$ cat config.mk
export PLATFORM = sky130hd
export DESIGN_NAME = cba_pipe
export DESIGN_NICKNAME = d
export VERILOG_FILES = /design/src/rtl/arith_pkg.sv /design/src/rtl/cba_block.sv /design/src/rtl/cba_pipe.sv
export SDC_FILE = /design/constraint.sdc
export NUM_CORES = 1
export LEC_CHECK = 0
export ABC_CLOCK_PERIOD_IN_PS = 24500
export BUFFER_PORTS_ARGS = -buffer_cell sky130_fd_sc_hd__buf_2
export CAP_MARGIN = 0
export CORE_ASPECT_RATIO = 1.2
export CORE_MARGIN = 4
export CORE_UTILIZATION = 61
export DETAILED_ROUTE_END_ITERATION = 10
export MAX_ROUTING_LAYER = met4
export PLACE_DENSITY = 0.93
export SETUP_SLACK_MARGIN = 0.05
export SYNTH_ARGS = -nofsm -noshare
export SYNTH_HDL_FRONTEND = slang
export SYNTH_SLANG_ARGS = --single-unit
$ cat constraint.sdc
create_clock -name clk -period 24.5 [get_ports clk]
set_clock_uncertainty 0.15 [all_clocks]
set_input_delay 6.125 -clock clk [delete_from_list [all_inputs] [get_ports clk]]
set_output_delay 6.125 -clock clk [all_outputs]
set_load 0.03 [all_outputs]
$ cat src/rtl/arith_pkg.sv
// Shared arithmetic-library definitions: operating-mode encoding and the
// stage-count helper used by the pipelined adders.
package arith_pkg;

   localparam logic MODE_ADD = 1'b0;
   localparam logic MODE_SUB = 1'b1;

   function automatic int calc_nblk(input int width, input int blk);
      return width / blk;
   endfunction

endpackage

$ cat src/rtl/cba_block.sv
// Combinational BLK-bit carry-bypass slice: block sum, group propagate,
// bypassed carry out and the carry into the slice's top bit.
module cba_block #(
   parameter int BLK = 8
) (
   input  logic [BLK-1:0] a,
   input  logic [BLK-1:0] b,
   input  logic           c,
   output logic [BLK-1:0] s,
   output logic           p,
   output logic           c_out,
   output logic           c_msb
);

   logic [BLK:0] sum_ext;

   assign sum_ext = {1'b0, a} + {1'b0, b} + {{BLK{1'b0}}, c};
   assign s       = sum_ext[BLK-1:0];
   assign p       = &(a ^ b);
   // When every bit propagates, the incoming carry skips the ripple chain.
   assign c_out   = p ? c : sum_ext[BLK];
   assign c_msb   = s[BLK-1] ^ a[BLK-1] ^ b[BLK-1];

endmodule

$ cat src/rtl/cba_pipe.sv
// Pipelined carry-bypass adder/subtractor: one BLK-bit bypass block per stage,
// valid/ready handshake with whole-pipe stall.
module cba_pipe
   import arith_pkg::*;
#(
   parameter int WIDTH = 32,
   parameter int BLK   = 8
) (
   input  logic             clk,
   input  logic             rst,
   input  logic             in_valid,
   output logic             in_ready,
   input  logic [WIDTH-1:0] a,
   input  logic [WIDTH-1:0] b,
   input  logic             cin,
   input  logic             sub,
   output logic             out_valid,
   input  logic             out_ready,
   output logic [WIDTH-1:0] s,
   output logic             cout,
   output logic             ovf
);

   localparam int NBLK = calc_nblk(WIDTH, BLK);

   if (WIDTH % BLK != 0) begin : g_bad_width
      $fatal(1, "cba_pipe: WIDTH must be a multiple of BLK");
   end

   logic             adv;
   logic [WIDTH-1:0] b_eff;
   logic             c0;

   assign adv      = ~out_valid | out_ready;
   assign in_ready = adv;
   assign b_eff    = (sub == MODE_ADD) ? b : ~b;
   assign c0       = (sub == MODE_SUB) ? 1'b1 : cin;

   for (genvar k = 0; k < NBLK; k++) begin : g_stage
      localparam int RW = WIDTH - BLK * k;   // operand bits still to be added
      localparam int SW = BLK * (k + 1);     // sum bits completed after this stage

      logic [RW-1:0]  a_k, b_k;
      logic           c_k, v_k;
      logic [BLK-1:0] blk_s;
      logic           blk_p, blk_c, blk_msb;
      logic [SW-1:0]  s_k;
      logic [SW-1:0]  s_q;
      logic           c_q, v_q;
      logic           p_unused;

      if (k == 0) begin : g_head
         assign a_k = a;
         assign b_k = b_eff;
         assign c_k = c0;
         assign v_k = in_valid;
         assign s_k = blk_s;
      end else begin : g_link
         assign a_k = g_stage[k-1].g_fwd.a_q;
         assign b_k = g_stage[k-1].g_fwd.b_q;
         assign c_k = g_stage[k-1].c_q;
         assign v_k = g_stage[k-1].v_q;
         assign s_k = {blk_s, g_stage[k-1].s_q};
      end

      cba_block #(.BLK(BLK)) u_blk (
         .a     (a_k[BLK-1:0]),
         .b     (b_k[BLK-1:0]),
         .c     (c_k),
         .s     (blk_s),
         .p     (blk_p),
         .c_out (blk_c),
         .c_msb (blk_msb)
      );

      // Group propagate is already folded into blk_c inside the block.
      assign p_unused = blk_p;

      // NOTE: sequential state uses non-blocking assignments so every stage
      // samples its predecessor's pre-edge value.
      always_ff @(posedge clk or posedge rst) begin
         if (rst)      v_q <= 1'b0;
         else if (adv) v_q <= v_k;
      end

      if (k < NBLK - 1) begin : g_fwd
         logic [RW-BLK-1:0] a_q, b_q;
         logic              msb_unused;

         assign msb_unused = blk_msb;

         // NOTE: interior datapath registers are deliberately not reset; the
         // valid bits alone decide whether their contents mean anything.
         always_ff @(posedge clk) begin
            if (adv) begin
               a_q <= a_k[RW-1:BLK];
               b_q <= b_k[RW-1:BLK];
               s_q <= s_k;
               c_q <= blk_c;
            end
         end
      end else begin : g_tail
         logic o_q;

         always_ff @(posedge clk or posedge rst) begin
            if (rst) begin
               s_q <= '0;
               c_q <= 1'b0;
               o_q <= 1'b0;
            end else if (adv) begin
               s_q <= s_k;
               c_q <= blk_c;
               o_q <= blk_msb ^ blk_c;
            end
         end

         assign s         = s_q;
         assign cout      = c_q;
         assign ovf       = o_q;
         assign out_valid = v_q;
      end
   end

endmodule

==> results of run 1 <==
## through the flow
stage	util	setup WS, ns	cell area (um^2)	instances
after floorplan	-	7.40	7660	540
after global placement	0.684	10.43	8350	795
after detailed placement	0.684	10.39	8350	795
after CTS	0.731	10.39	8930	827
after global routing	0.731	10.26	8930	827
final	0.731	10.41	8930	827
## cell usage after synthesis (2+ instances only)
master | instances | area, um^2
or3_1 | 4 | 25.0
nand2b_1 | 2 | 12.5
xor2_1 | 41 | 359
edfxtp_1 | 147 | 4410
xnor2_1 | 12 | 105
nor3_1 | 6 | 30.0
nand2_1 | 106 | 398
o21ai_0 | 6 | 30.0
nand4_1 | 7 | 43.8
a21o_1 | 7 | 52.6
a21boi_1 | 3 | 22.5
o21ai_1 | 11 | 55.1
inv_1 | 22 | 82.6
fa_1 | 8 | 160
nor2b_1 | 9 | 56.3
buf_2 | 3 | 15.0
a21oi_1 | 18 | 90.1
nor2_1 | 18 | 67.6
nand3_1 | 3 | 15.0
clkbuf_1 | 9 | 33.8
a211oi_1 | 5 | 37.5
ha_1 | 32 | 400
o31ai_1 | 2 | 15.0
dfrtp_1 | 38 | 951
o21bai_1 | 3 | 22.5
## logic make-up (layout without fill, tap and decap cells)
logic type | Yosys count | after routing | share of synthesized area
AOI/OAI and AO/OA | 61 | 61 | 0.0498
xor gates and xnor gates | 54 | 54 | 0.0628
adders and majority gates | 40 | 40 | 0.0732
buffers and inverters | 36 | 162 | 0.0186
DFF | 185 | 185 | 0.701
muxes | 1 | 1 | 0.00131
and+or+nand+nor | 163 | 163 | 0.0935
## power groups by stage
stage / Sequential (mW) / Combinational, mW / Clock, mW
floorplan: 0.600 / 0.216 / 0
global placement: 0.537 / 0.343 / 0
detailed placement: 0.546 / 0.363 / 0
CTS: 0.541 / 0.369 / 0.265
global route: 0.552 / 0.405 / 0.283
finish: 0.540 / 0.368 / 0.262
## final cells by class
type / count / area, um^2 / share of cell area
clock buffer: 23 / 522 / 0.0584
clock inverter: 9 / 55.1 / 0.00616
inverter: 23 / 91.3 / 0.0102
multi-input combinational: 319 / 2160 / 0.241
sequential: 185 / 5370 / 0.601
tap: 161 / 201 / 0.0226
timing repair buffer: 107 / 541 / 0.0605
## registers in the layout, indices dropped and copies added (netlist names)
register,flops
g_stage.g_fwd.a_q,48
ovf,1
g_stage.g_fwd.b_q,48
g_stage.c_q,3
g_stage.v_q,3
s,32
out_valid,1
g_stage.s_q,48
cout,1
## critical path: stages
cell     delay, ns
buf_2         0.11
nor2b_4       0.75
inv_6         0.46
buf_2         0.33
## layer usage
metal / up-vias / track usage / part of all wire
li1: 2126 / - / -
met1: 2118 / 0.223 / 0.38
met2: 157 / 0.348 / 0.54
met3: 18 / 0.0595 / 0.062
met4: 0 / 0.0819 / 0.018
met5: - / - / 0
## worst max-delay path by stage
| stage | start | to | slack [ns] | depth (start not counted) |
|---|---|---|---|---|
| 2_1_floorplan | out_ready | in_ready | 7.40 | 4 |
| 3_3_place_gp | out_ready | in_ready | 10.43 | 4 |
| 3_5_place_dp | out_ready | in_ready | 10.39 | 4 |
| 4_1_cts | out_ready | in_ready | 10.39 | 4 |
| 5_1_grt | out_ready | in_ready | 10.26 | 4 |
| 6_report | out_ready | in_ready | 10.41 | 4 |
==> key figures, run 1 <==
Outcome
  – Outcome: finished clean

Detailed routing
  – Detail Route Antenna Nets: 0
  – WL final: 13.0 mm
  – Routed wire per std cell: 15.8 um
  – Routed vias: 4419
  – Remaining DRCs: 0
  – DR iter-0 viols: 356
  – Vias per cell: 5.34
  – Pre-antenna DRT Iters: 5

Die
  – Die height: between 100 and 150 um
  – Rows: 44
  – Die W: 110 um
  – Die area: 0.0144 mm^2
  – Initial Util: 0.626
  – Number of top-level pins: 106
  – Core area: ~0.012 mm^2

Timing
  – Tcrit/Tclk final: 0.575
  – Final hold violations: 0
  – Slew HR: 0.274
  – Endpoints failing setup: 0
  – RSZ-0062 raised after global routing: false
  – Hold WS: 0.266 ns
  – Fmax: between 70 and 80 MHz
  – Setup TNS: 0 ns
  – Worst Max-Slew Pin Slew: 1.09 ns
  – Min cycle time layout: 14.09 ns
  – Max-slew violations: 0

Pwr
  – Peak VDD IR: between 0.05 and 0.06 mV
  – Power Density: 131 mW/mm^2
  – Clock share of power: 0.224
  – Comb pwr share: 0.314
  – Seq pwr share: 0.462
  – Internal power: 771 uW
  – Total Power: 1.17 mW
  – Lkg Pwr: 3.85 nW
  – Switching share of power: 0.341
  – Net Sw Power: approximately 400 uW

GRT
  – Total grt overflow: 0
  – Largest net degree at the start of global routing: 97
  – Gr usage total: 0.204
  – Initial antenna violation count: 0
  – First-pass GRT wire length: 21.2 mm
  – Vias in the first global route: between 4000 and 5000

Synthesis
  – Syn. warnings: 0
  – Post-Synthesis Cells: 540
  – Synth Flop Type: edfxtp_1
  – Post-synthesis cell area: between 0.007 and 0.008 mm^2
  – Synth unique cells: 43
  – Async SR Flop Fraction: 0.205
  – Synthesized area per cell: 14.2 um^2
  – EDFF count, synth: 147
  – Syn Nets: 650
  – Register bit total from synthesis: approximately 190
  – Seq/Total Area, Yosys: 0.701

Min path
  – Hold path endpoint: g_stage[1].s_q[1]
  – Worst hold path type: register to register
  – Worst Min Path Start: g_stage[0].s_q[1]
  – Worst Hold Depth: 0

Critical path
  – Req. time, crit path: about 18 ns
  – Arr. time, crit path: 7.82 ns
  – Reg2Reg Launch Point: out_valid
  – Worst R2R Path Depth: 5
  – Crit path kind: input pin to primary output
  – Worst setup SP type: input pin
  – FF-to-FF End: s[13]
  – Setup crit end kind: primary output
  – Reg2reg setup slack: 21.69 ns
  – Worst Path Max Fanout: 86

Clock network
  – # clock sinks: approximately 190
  – Cts hold-fix bufs: 0
  – CTS resizes: 0
  – Setup Fix Bufs, Post-CTS: 0
  – Worst-path clk slew: 0.07 ns
  – CTS H-tree lvls: 4
  – Clock Latency Late Sink: 0.42 ns
  – CTS max path bufs: 2
  – Clock root cell: clkbuf_16
  – TritonCTS Buffers: 17
  – CTS tree: built

Final layout
  – # diodes: 0
  – NumNets Final: ~760
  – Layout cells sized above 1: 0.219
  – Commonest non-fill, non-tap cell in the layout: edfxtp_1
  – Most frequent cells in the layout: edfxtp_1, nand2_1, buf_2, xor2_1, dfrtp_1
  – Fillers: 790
  – Area grow syn2layout: 16.7%

Place
  – Routability-driven placement congestion ratio: 0.868
  – IO Port Bufs: 105
  – HPWL after DPL: 8.81 mm

Run
  – Max Cap Viol: 0
No activity file was read; power rests on OpenSTA's default activity.
==> run 2: changes to the inputs <==
--- a/config.mk
+++ b/config.mk
@@ -5,15 +5,15 @@
 export SDC_FILE = /design/constraint.sdc
 export NUM_CORES = 1
 export LEC_CHECK = 0
-export ABC_CLOCK_PERIOD_IN_PS = 24500
+export ABC_CLOCK_PERIOD_IN_PS = 12600
 export BUFFER_PORTS_ARGS = -buffer_cell sky130_fd_sc_hd__buf_2
 export CAP_MARGIN = 0
 export CORE_ASPECT_RATIO = 1.2
 export CORE_MARGIN = 4
-export CORE_UTILIZATION = 61
+export CORE_UTILIZATION = 52
 export DETAILED_ROUTE_END_ITERATION = 10
 export MAX_ROUTING_LAYER = met4
-export PLACE_DENSITY = 0.93
+export PLACE_DENSITY = 0.85
 export SETUP_SLACK_MARGIN = 0.05
 export SYNTH_ARGS = -nofsm -noshare
 export SYNTH_HDL_FRONTEND = slang
==> constraint.sdc (replaced) <==
create_clock -name clk -period 12.6 [get_ports clk]
set_clock_uncertainty 0.15 [all_clocks]
set_input_delay 3.15 -clock clk [delete_from_list [all_inputs] [get_ports clk]]
set_output_delay 3.15 -clock clk [all_outputs]
set_load 0.03 [all_outputs]
==> run 2 against run 1 <==
  * Combinational power grew 93%
  * Sequential cell count is the same
  * Register-to-register slack lost 12 ns
  * Final cell count grew 1.8%
  * Total power grew 91%
  * Non-clock buffer count grew 1
  * First-iteration DRC count shrank 30%
  * Clock power grew 80%
  * Via count shrank 1.8%
  * Sequential power grew 94%
  * Die area grew 16%
  * Largest cell class unchanged
  * Largest power group unchanged
==> key figures, run 2 (synthesis results as in run 1) <==
Outcome
  – Outcome: finished clean

Detailed routing
  – Detail Route Antenna Nets: 0 (unchanged)
  – Vias per cell: 5.15 (-3.6%)
  – WL final: 12.6 mm (-3.6%)
  – Routed wire per std cell: 14.9 um (-5.3%)
  – Remaining DRCs: 0 (unchanged)
  – Pre-antenna DRT Iters: 5 (unchanged)
  – DR iter-0 viols: 250 (-30%)
  – Routed vias: 4339 (-1.8%)

Timing
  – Min cycle time layout: ~7.8 ns
  – Setup TNS: 0 ns (unchanged)
  – Fmax: ~130 MHz
  – Slew HR: 0.305 (+0.0308)
  – Worst Max-Slew Pin Slew: 1.04 ns (-0.0463 ns)
  – Tcrit/Tclk final: 0.620
  – RSZ-0062 raised after global routing: false
  – Final worst slack: 4.79 ns (-5.62 ns)
  – Max-slew violations: 0 (unchanged)
  – Final hold violations: 0 (unchanged)
  – Endpoints failing setup: 0 (unchanged)

GRT
  – Met1 Use GR: 0.175 (-0.0477)
  – Gr usage total: 0.162 (-0.0412)
  – Initial antenna violation count: 0 (unchanged)
  – First-pass GRT wire length: 20.7 mm (-2.6%)
  – Largest net degree at the start of global routing: 92 (-5.2%)
  – Met3 usage: 0.0409 (-0.0185)
  – Vias in the first global route: 4380 (-2.1%)
  – GR Layer Usage met2: 0.276 (-0.0718)
  – GR peak layer: met2
  – Total grt overflow: 0 (unchanged)

Clock network
  – Setup Fix Bufs, Post-CTS: 0 (unchanged)
  – CTS tree: built
  – CTS max path bufs: 2 (unchanged)
  – Cts hold-fix bufs: 0 (unchanged)
  – # clock sinks: 185 (unchanged)
  – CTS resizes: 0 (unchanged)
  – Clock Latency Late Sink: 0.42 ns (about the same)
  – Clock root cell: clkbuf_16
  – CTS H-tree lvls: 4 (unchanged)
  – TritonCTS Buffers: 17 (unchanged)
  – Worst-path clk slew: 0.06 ns (about the same)

Place
  – IO Port Bufs: 105 (unchanged)
  – Placed Area: 0.00838 mm^2 (+0.30%)
  – Placement Setup Slack: 4.78 ns (-5.61 ns)
  – HPWL after DPL: 8.68 mm (-1.5%)
  – Routability-driven placement congestion ratio: 0.830 (-4.4%)

Pwr
  – Comb pwr share: 0.319 (+0.005)
  – Peak VDD IR: 0.0878 mV (+48%)
  – Power Density: 250 mW/mm^2 (+91%)
  – Switching share of power: 0.346 (+0.00532)
  – Internal power: 1.46 mW (+89%)
  – Seq pwr share: 0.470 (+0.008)
  – Net Sw Power: 772 uW (+94%)
  – Clock share of power: 0.211 (-0.013)
  – Lkg Pwr: 3.82 nW (-0.59%)

Die
  – Number of top-level pins: 106 (unchanged)
  – Die area: 0.0167 mm^2 (+16%)
  – Rows: 48 (+9.1%)
  – Initial Util: 0.531 (-0.0953)
  – Die height: 141 um (+7.8%)
  – Core area: 0.0144 mm^2 (+18%)
  – Die W: 119 um (+7.7%)

Final layout
  – # diodes: 0 (unchanged)
  – Fillers: 1105 (+40%)
  – Post-route cell area: 0.00891 mm^2 (-0.25%)
  – Area grow syn2layout: 16.4%
  – Commonest non-fill, non-tap cell in the layout: edfxtp_1
  – Biggest regs: g_stage.g_fwd.a_q: 48 flops, g_stage.g_fwd.b_q: 48 flops, g_stage.s_q: 48 flops
  – Final Core Density: 0.618 (-0.113)
  – NumNets Final: 764 (+0.13%)
  – Layout cells sized above 1: 0.217 (-0.00183)
  – Most frequent cells in the layout: edfxtp_1, nand2_1, buf_2, xor2_1, dfrtp_1

Critical path
  – Worst setup SP type: input pin
  – Reg2Reg Launch Point: out_valid
  – Arr. time, crit path: 4.51 ns (-3.31 ns)
  – Req. time, crit path: 9.30 ns (-8.93 ns)
  – Crit path kind: input pin to primary output
  – Setup crit end kind: primary output
  – Worst Path Max Fanout: 91 (+5.8%)
  – CP Launch Point: out_ready

Min path
  – Worst Min Path Start: g_stage[1].s_q[5]
  – Worst hold path type: register to register

Run
  – Max Cap Viol: 0 (unchanged)
run 2: cell count changes in the layout (fill, tap and decap cells not counted), sizes merged:
cell	before	now
clkinv	5	13
clkbuf	23	17
buf	107	108
clkinvlp	1	0
inv	26	25
run 2: path summary, 6_finish.rpt:
check	end	slack (ns)	cells past startpoint
worst max-delay path	in_ready	4.79	5
worst min-delay path	g_stage[2].s_q[5]	0.27	0
worst max register to register	g_stage[1].g_fwd.a_q[12]	9.73	4
worst min register to register	g_stage[2].s_q[5]	0.27	0
max in group asynchronous	cout	9.28	3
min in group asynchronous	s[21]	2.68	3
run 2: area by class of cell:
type	count	area, um^2	share of cell area
well taps	175	219	0.0246
inverters	23	91.3	0.0103
multi-input cells	319	2160	0.242
repair buffers	108	548	0.0615
clock buffers	17	425	0.0478
flip-flops and latches	185	5370	0.602
clock inverters	15	104	0.0117
run 2: critical path: stages:
cell     delay, ns
buf_2         0.10
nor2b_4       0.03
buf_4         0.26
inv_6         0.60
buf_2         0.33
run 2: stage by stage:
| step | hold WS, ns | power [mW] | std cells |
|---|---|---|---|
| detailed placement | 0.255 | 1.77 | 810 |
| finish | 0.268 | 2.23 | 842 |
| CTS | 0.268 | 2.25 | 842 |
| floorplan | 0.250 | 1.59 | 540 |
| global placement | 0.250 | 1.72 | 810 |
| global route | 0.273 | 2.37 | 842 |
run 2: power by group through the flow:
stage	clock network [mW]	registers, mW	logic, mW
after detailed placement	0	1.06	0.708
after CTS	0.482	1.05	0.714
after floorplan	0	1.17	0.420
after global placement	0	1.05	0.675
after global routing	0.513	1.07	0.786
final	0.471	1.05	0.712
run 2: routing by layer:
metal / part of all wire / vias to the layer above
met1: 0.38 / 2048
met3: 0.061 / 23
met2: 0.54 / 136
met4: 0.022 / 0
met5: 0 / -
li1: - / 2132
